[src/rtl/imm_ext_arbiter.sv]
// imm_ext_arbiter: two-requester round-robin arbiter feeding a one-entry
// immediate-extension result register (zero/sign/LUI/branch-offset modes).
module imm_ext_arbiter #(
    parameter int unsigned BR_SHIFT = 2
) (
    input  logic        Clk,
    input  logic        Rst,
    input  logic        req0_valid,
    input  logic [15:0] req0_imm,
    input  logic [1:0]  req0_mode,
    output logic        req0_ready,
    input  logic        req1_valid,
    input  logic [15:0] req1_imm,
    input  logic [1:0]  req1_mode,
    output logic        req1_ready,
    output logic        out_valid,
    input  logic        out_ready,
    output logic [31:0] out_data,
    output logic        out_src,
    output logic [7:0]  stall_cnt
);

    logic        out_valid_q, out_valid_d;
    logic [31:0] out_data_q, out_data_d;
    logic        out_src_q, out_src_d;
    logic [7:0]  stall_cnt_q, stall_cnt_d;
    logic        last_q, last_d;  // index of the most recent grant

    logic        slot_free;
    logic        grant0, grant1, any_grant;
    logic        any_valid;
    logic [15:0] sel_imm;
    logic [1:0]  sel_mode;

    function automatic logic [31:0] extend(input logic [15:0] imm, input logic [1:0] mode);
        logic [31:0] sext;
        sext = {{16{imm[15]}}, imm};
        unique case (mode)
            2'b00:   extend = {16'h0000, imm};
            2'b01:   extend = sext;
            2'b10:   extend = {imm, 16'h0000};
            default: extend = sext << BR_SHIFT;
        endcase
    endfunction

    // Arbitration: ready reflects who would win, independent of own valid
    // except that a valid rival with priority takes the slot.
    always_comb begin
        slot_free  = !out_valid_q || out_ready;
        req0_ready = !Rst && slot_free && (!req1_valid || last_q);
        req1_ready = !Rst && slot_free && (!req0_valid || !last_q);
        grant0     = req0_valid && req0_ready;
        grant1     = req1_valid && req1_ready;
        any_grant  = grant0 || grant1;
        any_valid  = req0_valid || req1_valid;
        sel_imm    = grant1 ? req1_imm : req0_imm;
        sel_mode   = grant1 ? req1_mode : req0_mode;
    end

    // Next-state for result register, grant pointer and stall counter.
    always_comb begin
        out_valid_d = out_valid_q;
        out_data_d  = out_data_q;
        out_src_d   = out_src_q;
        last_d      = last_q;
        stall_cnt_d = stall_cnt_q;
        if (any_grant) begin
            out_valid_d = 1'b1;
            out_data_d  = extend(sel_imm, sel_mode);
            out_src_d   = grant1;
            last_d      = grant1;
        end else if (out_ready) begin
            out_valid_d = 1'b0;
        end
        if (any_valid && !any_grant && stall_cnt_q != 8'hFF) begin
            stall_cnt_d = stall_cnt_q + 8'd1;
        end
    end

    // State registers; reset clears the held result without waiting for Clk.
    always_ff @(posedge Clk or posedge Rst) begin
        if (Rst) begin
            out_valid_q <= 1'b0;
            out_data_q  <= 32'h0;
            out_src_q   <= 1'b0;
            stall_cnt_q <= 8'h00;
            last_q      <= 1'b1;
        end else begin
            out_valid_q <= out_valid_d;
            out_data_q  <= out_data_d;
            out_src_q   <= out_src_d;
            stall_cnt_q <= stall_cnt_d;
            last_q      <= last_d;
        end
    end

    // Outputs come straight from registers.
    always_comb begin
        out_valid = out_valid_q;
        out_data  = out_data_q;
        out_src   = out_src_q;
        stall_cnt = stall_cnt_q;
    end

endmodule

[config.mk]
export PLATFORM = sky130hd
export DESIGN_NAME = imm_ext_arbiter
export DESIGN_NICKNAME = d
export VERILOG_FILES = /design/src/rtl/imm_ext_arbiter.sv
export SDC_FILE = /design/constraint.sdc
export NUM_CORES = 1
export LEC_CHECK = 0
export BUFFER_PORTS_ARGS = -buffer_cell sky130_fd_sc_hd__buf_2
export CORE_MARGIN = 2
export CORE_UTILIZATION = 54
export CTS_CLUSTER_SIZE = 12
export DETAILED_ROUTE_END_ITERATION = 10
export PLACE_DENSITY = 0.83
export SLEW_MARGIN = 15
export SYNTH_ARGS = -nofsm -noshare
export SYNTH_HDL_FRONTEND = slang
export SYNTH_SLANG_ARGS = --single-unit
[constraint.sdc]
create_clock -name Clk -period 2.4 [get_ports Clk]
set_input_delay 0.36 -clock Clk [delete_from_list [all_inputs] [get_ports Clk]]
set_output_delay 0.36 -clock Clk [all_outputs]
set_load 0.05 [all_outputs]
==> flow_summary_export.csv <==
group,metric,value,unit
synth,async_flop_share,100,%
sta,fin_ws,0.221,ns
die,dieArea,5100,um2
detailed_routing,via_count,2432,
final_layout,drive_gt1_share,34.3,%
critical_path,crit_required,2.04,ns
critical_path,endpoint,"req1_ready",
grt,overflow,0,
grt,antenna_found_initial,0,
synth,synth-seq-area-share,43.9,%
critical_path,r2r-start,"last_q",
sta,skew,0.00688,ns
die,io_pins,85,
sta,tns,0,ns
critical_path,startpoint,"Rst",
clock_network,clk_pin_slew,0.08,ns
final_layout,finalInstanceArea,2950,um2
synth,synth-edff-count,0,
detailed_routing,first_pass_iters,5,
synth,synthTopCellsByArea,"dfrtp_1, a221oi_1, a211oi_1",
clock_network,htreeDepth,2,
die,row_count,24,
grt,grt_max_degree,33,
sta,holdWs,0.366,ns
power_and_ir_drop,ir_drop,540,uV
sta,drv_slew,0,
grt,grt_pass1_vias,2096,
clock_network,cts_buffers,5,
final_layout,num-nets-final,370,
grt,use_met2,38.9,%
final_layout,fin_util,67.8,%
critical_path,path_max_fanout,14,
synth,synth.distinct_cells,36,
sta,relSlewSlack,40.9,%
clock_network,postCtsHoldBufs,1,
critical_path,r2r_slack,0.73,ns
detailed_routing,wl,6.64,mm
job,max_cap_viol_count,0,
sta,period_needed,2.18,ns
power_and_ir_drop,p_per_area,950,nW/um2
clock_network,insertion_delay,0.30,ns
placed_design,gp_congestion,0.943,
clock_network,cts_resized,0,
detailed_routing,vias_per_cell,6.38,
clock_network,cts_setup_buffers,0,
final_layout,area_growth,20.3,%
synth,synth-seq-cells,43,
placed_design,dp_slack,0.594,ns
synth,syn_area_per_cell,9.69,um2
run_status,outcome,"finished, final reports clean",
clock_network,root_buffer,"clkbuf_8",
die,fp.dieW,71.4,um
sta,rsz0062_at_grt,"no",
sta,hold_viol_final,0,
detailed_routing,detail_route.wl_per_cell,17.4,um
detailed_routing,detail-route-antenna-nets,0,
critical_path,rr_endpoint,"out_data[15]",
placed_design,dp_hpwl,5.04,mm
grt,busiest_layer,"met1",
synth,synth_top_area_share,42.9,%
synth,synth_top_flop_cell,"dfrtp_1",
critical_path,crit_type,"in2out",
final_layout,antenna_cells,0,
synth,ys_warn_count,0,
sta,post-route-period-util,90.8,%
synth,synth_nets,295,
critical_path,crit_path_end_kind,"output pin",
sta,fmax,459,MHz
critical_path,critPathLaunchType,"primary input",
min_path,min-delay-path-class,"in2reg",
clock_network,clk_path_buf_depth,2,
die,die_height,71.4,um
clock_network,tritoncts,"yes",
synth,synth_area_leader_cell,"dfrtp_1",
synth,synthesis.area,2450,um2
placed_design,placed_area,2850,um2
grt,grt_pass1_wl,10.6,mm
critical_path,critical_path_arrival,1.82,ns
detailed_routing,drt_iter0_drc,272,
placed_design,port_buffers,84,
clock_network,clock-sinks,43,
critical_path,reg2reg_depth,5,
grt,grt_usage,26.4,%
sta,setup_violations,0,
die,coreArea,4350,um2
power_and_ir_drop,leakagePower,1.36,nW
synth,synth_common_cells,"dfrtp_1, nand2_1, a221oi_1",
sta,worst_slew_pin_slew,0.884,ns
detailed_routing,drc,0,
grt,gr-usage-met3,6.33,%
synth,synth_most_common_cell,"dfrtp_1",
synth,synthCells,253,
die,initial_core_util,56.3,%
grt,met1_usage,40.0,%
worst min path at each step:
stage	startpoint	end	slack, ns	depth (start not counted)
6_report	req0_imm[1]	out_data[1]	0.37	3
5_1_grt	req0_imm[1]	out_data[1]	0.38	3
4_1_cts	req0_imm[1]	out_data[1]	0.37	3
3_5_place_dp	Rst	out_valid	0.32	2
3_3_place_gp	Rst	out_valid	0.31	2
2_1_floorplan	Rst	out_data[0]	0.40	1
metrics by stage:
| stage | instances | power [W] |
|---|---|---|
| 6_report | 381 | 0.00280 |
| 4_1_cts | 381 | 0.00281 |
| 3_5_place_dp | 372 | 0.00235 |
| 3_3_place_gp | 372 | 0.00233 |
| 5_1_grt | 381 | 0.00294 |
| 2_1_floorplan | 253 | 0.00202 |
kinds of logic after synthesis:
kind of cell	after synthesis	share of synthesized area, %
DFF	43	43.9
and+or+nand+nor	67	12.8
adders and majority gates	1	0.510
AOI/OAI and AO/OA	106	33.0
xor gates and xnor gates	3	1.07
buffers and inverters	28	6.48
muxes	5	2.30
critical path, cell delays in order:
cell	delay (ns)
dlygate4sd3_1	0.53
buf_2	0.13
inv_2	0.22
nand2_1	0.14
a21oi_1	0.15
buf_2	0.28
state kept, by name, indices dropped and copies added, names as in the netlist:
signal / flops
out_src: 1
out_valid: 1
stall_cnt: 8
last_q: 1
out_data: 32
where the power goes:
group / total [W] / internal [W] / switching [W]
clock: 0.000458 / 0.000203 / 0.000256
sequential: 0.00104 / 0.000900 / 0.000145
combinational: 0.00130 / 0.000331 / 0.000968
total: 0.00280 / 0.00143 / 0.00137
metal layers:
| layer | vias to the layer above | part of all wire (%) |
|---|---|---|
| met5 | - | 0 |
| met4 | 0 | 0.81 |
| met3 | 5 | 10 |
| met2 | 138 | 45 |
| met1 | 1141 | 44 |
| li1 | 1148 | - |
layout make-up:
cell class              instances  area (um2)
clock inverters                 3        20.0
fillers                       351        1400
well taps                      52        65.1
inverters                       4        15.0
clock buffers                   5        68.8
flip-flops and latches         43        1080
repair buffers                 92         483
multi-input cells             182        1220
cells in the final DEF, fill, tap and decap left out, drive strengths merged, types with 2 or more instances in the layout:
| cell | n |
|---|---|
| a221oi | 30 |
| xor2 | 2 |
| nor2 | 5 |
| dfrtp | 42 |
| a31oi | 5 |
| o21ai | 4 |
| mux2 | 5 |
| clkbuf | 5 |
| a21oi | 6 |
| and3 | 2 |
| o31ai | 29 |
| and2 | 4 |
| nand2 | 41 |
| buf | 91 |
| a211oi | 29 |
| clkinvlp | 2 |
| nand3 | 8 |
| and4 | 2 |
| inv | 4 |
(Power assumes the default switching activity.)
